File: src/rtl/branch_cond_iter.sv
// branch_cond_iter: multi-cycle MSB-first branch comparator.
// Walks CHUNK bits per cycle and decodes funct3 into a taken flag.
// Ports:
//   clk, reset (sync, active-high), flush (sync kill)
//   in_valid/in_ready, a, b, funct3 : operand side
//   out_valid/out_ready             : result handshake
//   cout = {eq, gt_signed, gt_unsigned}
//   taken, illegal                  : funct3 decode
module branch_cond_iter #(
  parameter int WIDTH      = 32,
  parameter int CHUNK      = 8,
  parameter int EARLY_EXIT = 1
) (
  input  logic             clk,
  input  logic             reset,
  input  logic             flush,
  input  logic             in_valid,
  output logic             in_ready,
  input  logic [WIDTH-1:0] a,
  input  logic [WIDTH-1:0] b,
  input  logic [2:0]       funct3,
  output logic             out_valid,
  input  logic             out_ready,
  output logic [2:0]       cout,
  output logic             taken,
  output logic             illegal
);

  localparam int N  = WIDTH / CHUNK;
  localparam int IW = (N > 1) ? $clog2(N) : 1;
  localparam logic [IW-1:0] LAST = IW'(N - 1);

  if (WIDTH % CHUNK != 0) begin : g_bad
    $error("WIDTH must be a multiple of CHUNK");
  end

  typedef enum logic [1:0] {
    IDLE,
    CMP,
    DONE
  } st_t;

  st_t st;
  st_t st_n;

  logic [WIDTH-1:0] a_q;
  logic [WIDTH-1:0] b_q;
  logic [2:0]       f3_q;
  logic [IW-1:0]    idx;
  logic             dseen;
  logic             ugt;

  logic [CHUNK-1:0] ach [N];
  logic [CHUNK-1:0] bch [N];
  logic [CHUNK-1:0] ca;
  logic [CHUNK-1:0] cb;
  logic             cdiff;
  logic             last;
  logic             accept;
  logic             diff_n;
  logic             ugt_n;
  logic             eq_n;
  logic             gts_n;
  logic             tk_n;
  logic             ill_n;

  for (genvar k = 0; k < N; k++) begin : g_ch
    assign ach[k] = a_q[k*CHUNK +: CHUNK];
    assign bch[k] = b_q[k*CHUNK +: CHUNK];
  end

  assign ca     = ach[idx];
  assign cb     = bch[idx];
  assign cdiff  = ca != cb;
  assign last   = (cdiff && EARLY_EXIT != 0)
               || idx == '0;
  assign accept = in_valid && in_ready;

  // Once a difference is seen, later chunks
  // cannot change the ordering.
  assign diff_n = dseen || cdiff;
  assign ugt_n  = dseen ? ugt : (cdiff && ca > cb);
  assign eq_n   = !diff_n;

  // Differing sign bits decide signed order
  // regardless of the magnitude bits.
  assign gts_n = (a_q[WIDTH-1] ^ b_q[WIDTH-1])
               ? !a_q[WIDTH-1] : ugt_n;

  always_comb begin
    tk_n  = 1'b0;
    ill_n = 1'b0;
    unique case (1'b1)
      f3_q == 3'b000: tk_n = eq_n;
      f3_q == 3'b001: tk_n = !eq_n;
      f3_q == 3'b100: tk_n = !eq_n && !gts_n;
      f3_q == 3'b101: tk_n = eq_n || gts_n;
      f3_q == 3'b110: tk_n = !eq_n && !ugt_n;
      f3_q == 3'b111: tk_n = eq_n || ugt_n;
      default:        ill_n = 1'b1;
    endcase
  end

  always_ff @(posedge clk) begin
    if (reset) begin
      st <= IDLE;
    end else begin
      st <= st_n;
    end
  end

  always_comb begin
    st_n = st;
    if (flush) begin
      st_n = IDLE;
    end else begin
      unique case (st)
        IDLE:    if (accept)    st_n = CMP;
        CMP:     if (last)      st_n = DONE;
        DONE:    if (out_ready) st_n = IDLE;
        default:                st_n = IDLE;
      endcase
    end
  end

  always_comb begin
    in_ready  = (st == IDLE) && !flush;
    out_valid = (st == DONE);
  end

  always_ff @(posedge clk) begin
    if (accept) begin
      a_q  <= a;
      b_q  <= b;
      f3_q <= funct3;
    end
  end

  always_ff @(posedge clk) begin
    if (reset) begin
      idx     <= LAST;
      dseen   <= 1'b0;
      ugt     <= 1'b0;
      cout    <= 3'b000;
      taken   <= 1'b0;
      illegal <= 1'b0;
    end else if (accept) begin
      idx   <= LAST;
      dseen <= 1'b0;
      ugt   <= 1'b0;
    end else if (st == CMP && !flush) begin
      if (last) begin
        cout    <= {eq_n, gts_n, ugt_n};
        taken   <= tk_n;
        illegal <= ill_n;
      end else begin
        idx   <= idx - IW'(1);
        dseen <= diff_n;
        ugt   <= ugt_n;
      end
    end
  end

endmodule

File: config.mk
export PLATFORM = sky130hd
export DESIGN_NAME = branch_cond_iter
export DESIGN_NICKNAME = d
export VERILOG_FILES = /design/src/rtl/branch_cond_iter.sv
export SDC_FILE = /design/constraint.sdc
export NUM_CORES = 1
export LEC_CHECK = 0
export CORE_AREA = 2 2 80 101
export DETAILED_ROUTE_END_ITERATION = 7
export DIE_AREA = 0 0 82 103
export PLACE_DENSITY = 0.83
export SLEW_MARGIN = 20
export SYNTH_ARGS = -nofsm -noshare
export SYNTH_HDL_FRONTEND = slang
export SYNTH_SLANG_ARGS = --single-unit
File: constraint.sdc
create_clock -name clk -period 2.7 [get_ports clk]
set_input_delay 0.27 -clock clk [delete_from_list [all_inputs] [get_ports clk]]
set_output_delay 0.27 -clock clk [all_outputs]
set_load 0.02 [all_outputs]
==> summary.md, run 1 <==
| Metric | Value |
|---|---|
| Max Cap Viol | 0 |
| CP startpoint kind | flip-flop |
| Worst Setup End Kind | flip-flop |
| Die Wd | 82 um |
| Clock Tree Root | clkbuf_8 |
| GPL Wtd Cong | 0.815 |
| Commonest non-fill, non-tap cell in the layout | clkdlybuf4s50_1 |
| DIE AREA | 8450 sq um |
| Worst-path clk slew | 0.08 ns |
| Reg area | 2240 sq um |
| Power Total | 2.48 mW |
| GRT Total Usage | 15.3% |
| Seq/Total Area, Yosys | 69.8% |
| Area contributors post-synth | edfxtp_1 (63%), mux4_2 (11%), dfxtp_1 (6.9%), ha_1 (3.5%), inv_1 (1.5%) |
| P_leak | 1.58 nW |
| Gr ovfl total | 0 |
| Layout cells sized above 1 | 20.8% |
| Finished Layout Cells | 383 |
| H-tree depth | 3 |
| Initial Utilization | 42.3% |
| Reg-to-reg setup timing slack | 0.1 ns |
| Pin count of the biggest net entering global routing | 28 |
| Max Root-Sink Buffers | 2 |
| Number of global-route vias before repair | 1962 |
| Final Max Tran Viols | 0 |
| CTS tree | done |
| Yosys reg bits | 78 |
| Synthesized netlist cell count | 188 |
| Routed Antenna Nets | 0 |
| Final worst-path cycle share | 96.4% |
| Detailed Route WL | 6240 um |
| Synth Cell Area | 3200 sq um |
| Placed cells | 365 |
| DR WL/cell | 16.3 um |
| Skew final | 0.00537 ns |
| DRT iter0 DRCs | 82 |
| Ys flop type | edfxtp_1 |
| Worst Max-Slew Pin Slew | 0.479 ns |
| N_diodes | 0 |
| Final hold vios | 0 |
| # rows | 36 |
| Total number of vias | 1936 |
| Worst path required time | 2.97 ns |
| Worst EP arrival | 2.88 ns |
| CTS buffer count | 9 |
| Core area | 7570 sq um |
| Global-route wire length before repair | 9260 um |
| CP max FO | 7 |
| Final nets | 364 |
| Area Growth Syn to Fin | 40.7% |
| Clk Latency, worst-skew pair | 0.36 ns |
| FFs w/ async S/R, synth | 0% |
| Vias per cell | 5.05 |
| Final setup vio count | 0 |
| Most frequent cells in the layout | clkdlybuf4s50_1 (78), edfxtp_1 (67), mux4_2 (16) |
| Port bufs | 78 |
| Antenna violations before repair | 0 |
| Die H | 103 um |
| Syn Nets | 269 |
| Multi-input gate area | 968 sq um |
| Total iterations of the first detailed-routing run | 4 |
| IO Pins | 79 |
| Min-Delay Path Class | in -> reg |
| DRC | 0 |
| Fill cells | 580 |
| TritonCTS Sinks | 78 |
| PD cells | 550 nW/um^2 |
| Fmax | 0.384 GHz |
| Detailed placer's ending HPWL | 4460 um |
| Synth top area share | 62.9% |
| Core Util, Final | 59.5% |
| Mapped Avg Cell Area | 17.0 sq um |
| Post-synth cell types | 36 |
| Ys Warns | 0 |
| Post-synth EDFFs | 67 |
| Slew margin rel. | 68.1% |
| Outcome | finished, final reports clean |
| Cell type with the largest total area after synthesis | edfxtp_1 |
| Final critical-path required period | 2.60 ns |
| Crit Path Category | reg -> reg |
| VDD IR max | 0.458 mV |
-- metrics by stage --
step	TNS, ns	setup WS (ns)	cell area (sq um)	hold slack, ns
floorplan	0	0.0348	3210	0.349
global placement	0	0.0913	4200	0.465
detailed placement	0	0.0426	4200	0.479
CTS	0	0.0149	4390	0.456
global route	-0.0458	-0.0344	4500	0.452
finish	0	0.0961	4500	0.462
-- flip-flops by register name, summed over array words and instances (netlist names) --
register  flops
taken         1
a_q          32
cout          3
idx           2
dseen         1
b_q          32
ugt           1
illegal       1
st            2
f3_q          3
-- logic make-up (layout without fill, tap and decap cells) --
family / count (synthesis) / after routing / synth area share, %
mux: 17 / 17 / 11.6
compound gates: 25 / 25 / 5.28
simple gates: 39 / 39 / 7.12
buf+inv: 18 / 118 / 2.19
flops: 78 / 78 / 69.8
fa+ha+maj: 9 / 9 / 3.52
xor+xnor: 2 / 2 / 0.548
-- layout make-up --
cell class,count,area share [%]
Clock buffer,9,2.75
Clock inverter,7,1.64
Inverter,13,1.08
Multi-Input combinational cell,92,21.5
Sequential cell,78,49.7
Tap cell,95,2.64
Timing Repair Buffer,89,20.7
-- worst paths after layout --
| kind | startpoint | endpoint | cells past startpoint |
|---|---|---|---|
| worst max-delay path | idx[0] | taken | 9 |
| worst min-delay path | b[5] | b_q[5] | 1 |
| worst max register to register | idx[0] | taken | 9 |
| worst min register to register | illegal | illegal | 2 |
-- cells in the mapped netlist, types with 2 or more instances --
master	instances
inv_1	13
o21ai_1	2
xnor2_1	2
nor3_1	6
clkbuf_1	3
dfxtp_1	11
nand2_1	7
a21oi_1	5
o21ai_0	6
nor2b_1	5
o211ai_1	2
nor2_1	10
edfxtp_1	67
and2_1	2
ha_1	9
mux4_2	16
buf_2	2
a22oi_1	2
-- worst max-delay path, stage by stage (launching register included) --
cell	delay, ns
dfxtp_4	0.39
buf_12	0.14
mux4_2	0.50
ha_1	0.34
nand4_4	0.13
nor2_2	0.08
or4_4	0.51
o21ai_2	0.14
nor3_1	0.07
o31ai_2	0.21
-- timing repair --
item | 4_1_cts | 5_1_grt
gates resized for setup | 0 | 9
setup endpoints to repair | 0 | 5
hold endpoints to repair | 0 | 0
hold buffers | 0 | 0
setup buffers | 0 | 1
-- layer usage --
metal,vias to the layer above,global-route usage (%),part of all wire (%)
li1,928,-,-
met1,935,17.6,39
met2,63,26.1,54
met3,10,3.06,4.9
met4,0,8.85,2.5
met5,-,0,0
-- where the power goes --
part	leakage, nW	switching, mW	total [mW]	internal [mW]
registers	0.714	0.0158	1.38	1.36
clock network	0.0996	0.436	0.866	0.429
logic	0.770	0.0846	0.233	0.148
total	1.58	0.537	2.48	1.94
(Power assumes the default switching activity.)
==> run 2, diff against run 1 <==
GPL_TIMING_DRIVEN = 0   (was not set)
HOLD_SLACK_MARGIN = 0.03   (was not set)
==> run 2 against run 1 <==
Combinational power grew 3%. Worst hold slack got worse by 0.21 ns. Via count is essentially flat. Die area unchanged. Wire length fell by 0.18%. Highest routed layer unchanged.
==> summary.md, run 2 (same netlist as run 1, synthesis figures left out) <==
| Metric | Value |
|---|---|
| Max Root-Sink Buffers | 2 (unchanged) |
| CP startpoint kind | flip-flop (unchanged) |
| Final Max Tran Viols | 0 (unchanged) |
| H-tree depth | 3 (unchanged) |
| Fill cells | 567 (was 580) |
| Clock Tree Root | clkbuf_8 (unchanged) |
| N_diodes | 0 (unchanged) |
| Hold Path End | st[0] (was b_q[5]) |
| VDD IR max | 0.396 mV (was 0.458 mV) |
| Worst path required time | 2.94 ns (was 2.97 ns) |
| Fmax | 0.381 GHz (was 0.384 GHz) |
| Core area | 7570 sq um (unchanged) |
| DR WL/cell | 16.3 um (about the same) |
| Final critical-path required period | 2.62 ns (was 2.60 ns) |
| HP Start | reset (was b[5]) |
| Routed Antenna Nets | 0 (unchanged) |
| Detailed Route WL | 6230 um (was 6240 um) |
| Clk Latency, worst-skew pair | 0.35 ns (was 0.36 ns) |
| Met1 Use GR | 17.8% (was 17.6%) |
| Final setup vio count | 0 (unchanged) |
| Worst Hold Depth | 2 (was 1) |
| Grt met2 use | 26.5% (was 26.1%) |
| Layout cells sized above 1 | 24.3% (was 20.8%) |
| Setup_tns | 0 ns (unchanged) |
| Worst EP arrival | 2.87 ns (was 2.88 ns) |
| Global-route wire length before repair | 9380 um (was 9260 um) |
| R2R depth | 11 (was 9) |
| Met3 Use GR | 4.12% (was 3.06%) |
| Number of global-route vias before repair | 2008 (was 1962) |
| Reg-to-reg setup timing slack | 0.08 ns (was 0.1 ns) |
| Total iterations of the first detailed-routing run | 4 (unchanged) |
| Final worst-path cycle share | 97.1% (was 96.4%) |
| Core Util, Final | 60.6% (was 59.5%) |
| Commonest non-fill, non-tap cell in the layout | clkdlybuf4s50_1 (unchanged) |
| Top Usage Layer GRT | met2 (unchanged) |
| Max Cap Viol | 0 (unchanged) |
| Top flop regs | a_q: 32 flops, b_q: 32 flops (unchanged) |
| Worst Setup End Kind | flip-flop (unchanged) |
| Crit Path Category | reg -> reg (unchanged) |
| GPL Wtd Cong | 0.784 (was 0.815) |
| GRT Total Usage | 15.4% (was 15.3%) |
| Vias per cell | 5.05 (about the same) |
| # rows | 36 (unchanged) |
| Slew margin rel. | 77.4% (was 68.1%) |
| Die Wd | 82 um (unchanged) |
| Worst-path clk slew | 0.07 ns (was 0.08 ns) |
| Pin count of the biggest net entering global routing | 51 (was 28) |
| IO Pins | 79 (unchanged) |
| Outcome | finished, final reports clean (unchanged) |
| Area Growth Syn to Fin | 43.3% (was 40.7%) |
| CTS tree | done (unchanged) |
| DRT iter0 DRCs | 89 (was 82) |
| CP max FO | 6 (was 7) |
| Total number of vias | 1935 (was 1936) |
| Initial Utilization | 42.3% (unchanged) |
| R2r startpoint | idx[0] (unchanged) |
| Skew final | 0.00585 ns (was 0.00537 ns) |
| DIE AREA | 8450 sq um (unchanged) |
| Detailed placer's ending HPWL | 4290 um (was 4460 um) |
| Antenna violations before repair | 0 (unchanged) |
| Power Total | 2.56 mW (was 2.48 mW) |
| RSZ-0062 raised after global routing | true |
| Port bufs | 77 (was 78) |
| PD cells | 558 nW/um^2 (was 550 nW/um^2) |
| CTS buffer count | 9 (unchanged) |
| Final hold vios | 0 (unchanged) |
| Reg2reg end | cout[1] (was taken) |
| TritonCTS Sinks | 78 (unchanged) |
| Min-Delay Path Class | in -> reg (unchanged) |
| DRC | 0 (unchanged) |
| Gr ovfl total | 0 (unchanged) |
| Final nets | 364 (unchanged) |
| Most frequent cells in the layout | clkdlybuf4s50_1 (77), edfxtp_1 (67), mux4_2 (16) (was clkdlybuf4s50_1 (78), edfxtp_1 (67), mux4_2 (16)) |
| Die H | 103 um (unchanged) |
| P_leak | 1.58 nW (about the same) |
| Worst Max-Slew Pin Slew | 0.338 ns (was 0.479 ns) |
==> run 2: changes by cell type in the layout (fill, tap and decap cells not counted), sizes merged <==
| cell | change |
|---|---|
| buf | -1 |
| bufinv | +1 |
| inv | -1 |
| clkbuf | +2 |
| clkinvlp | -1 |
| clkdlybuf4s50 | -1 |
| clkinv | +1 |
==> run 2: area by class of cell <==
| type | instances | area [sq um] | share of cell area, % |
|---|---|---|---|
| Sequential cell | 78 | 2240 | 48.8 |
| Timing Repair Buffer | 85 | 868 | 18.9 |
| Buffer | 4 | 51.3 | 1.12 |
| Multi-Input combinational cell | 92 | 1050 | 22.8 |
| Clock inverter | 7 | 88.8 | 1.94 |
| Inverter | 13 | 48.8 | 1.06 |
| Clock buffer | 9 | 124 | 2.70 |
| Tap cell | 95 | 119 | 2.59 |
==> run 2: timing repair <==
action / in CTS / in global routing
pin swaps: 1 / 4
buffers inserted: 4 / 2
resized for setup: 18 / 13
cloned: 0 / 1
setup endpoints to repair: 10 / 5
hold buffers: 0 / 0
==> run 2: power breakdown <==
| part | switching (mW) | internal [mW] |
|---|---|---|
| logic | 0.0872 | 0.152 |
| registers | 0.0143 | 1.36 |
| clock network | 0.429 | 0.514 |
| total | 0.530 | 2.03 |
==> run 2: worst max path at each step <==
stage	start	end	slack [ns]	depth (start not counted)
after CTS	idx[0]	taken	0.03	10
after global routing	idx[0]	cout[1]	-0.05	11
after floorplan	idx[0]	taken	0.03	10
after detailed placement	idx[1]	taken	-0.56	10
final	idx[0]	cout[1]	0.08	11
after global placement	idx[1]	taken	-0.52	10
==> run 2: metrics by stage <==
stage | instances | worst slack [ns] | hold WS, ns | area [sq um]
after CTS | 380 | 0.0310 | 0.240 | 4500
after floorplan | 188 | 0.0348 | 0.349 | 3210
after global routing | 383 | -0.0506 | 0.268 | 4580
final | 383 | 0.0786 | 0.248 | 4580
after detailed placement | 361 | -0.560 | 0.478 | 4130
after global placement | 360 | -0.519 | 0.465 | 4100
==> run 2: layer usage <==
| metal | wire length (um) | vias to the layer above |
|---|---|---|
| met5 | 0 | - |
| met4 | 90 | 0 |
| met3 | 352 | 7 |
| met2 | 3360 | 67 |
| met1 | 2420 | 936 |
| li1 | - | 925 |
==> run 2: critical path, stage by stage (launching register included) <==
cell	delay, ns
dfxtp_2	0.34
buf_12	0.12
buf_4	0.14
mux4_2	0.49
inv_1	0.12
ha_4	0.22
nor2b_1	0.13
o211ai_1	0.28
a21oi_2	0.11
o21ai_1	0.23
a22oi_1	0.10
o221a_2	0.25
==> run 3, diff against run 2 <==
CTS_CLUSTER_SIZE = 28   (was not set)
==> results of run 3 <==
Final layout, timing and power as in run 2 (identical DEF).
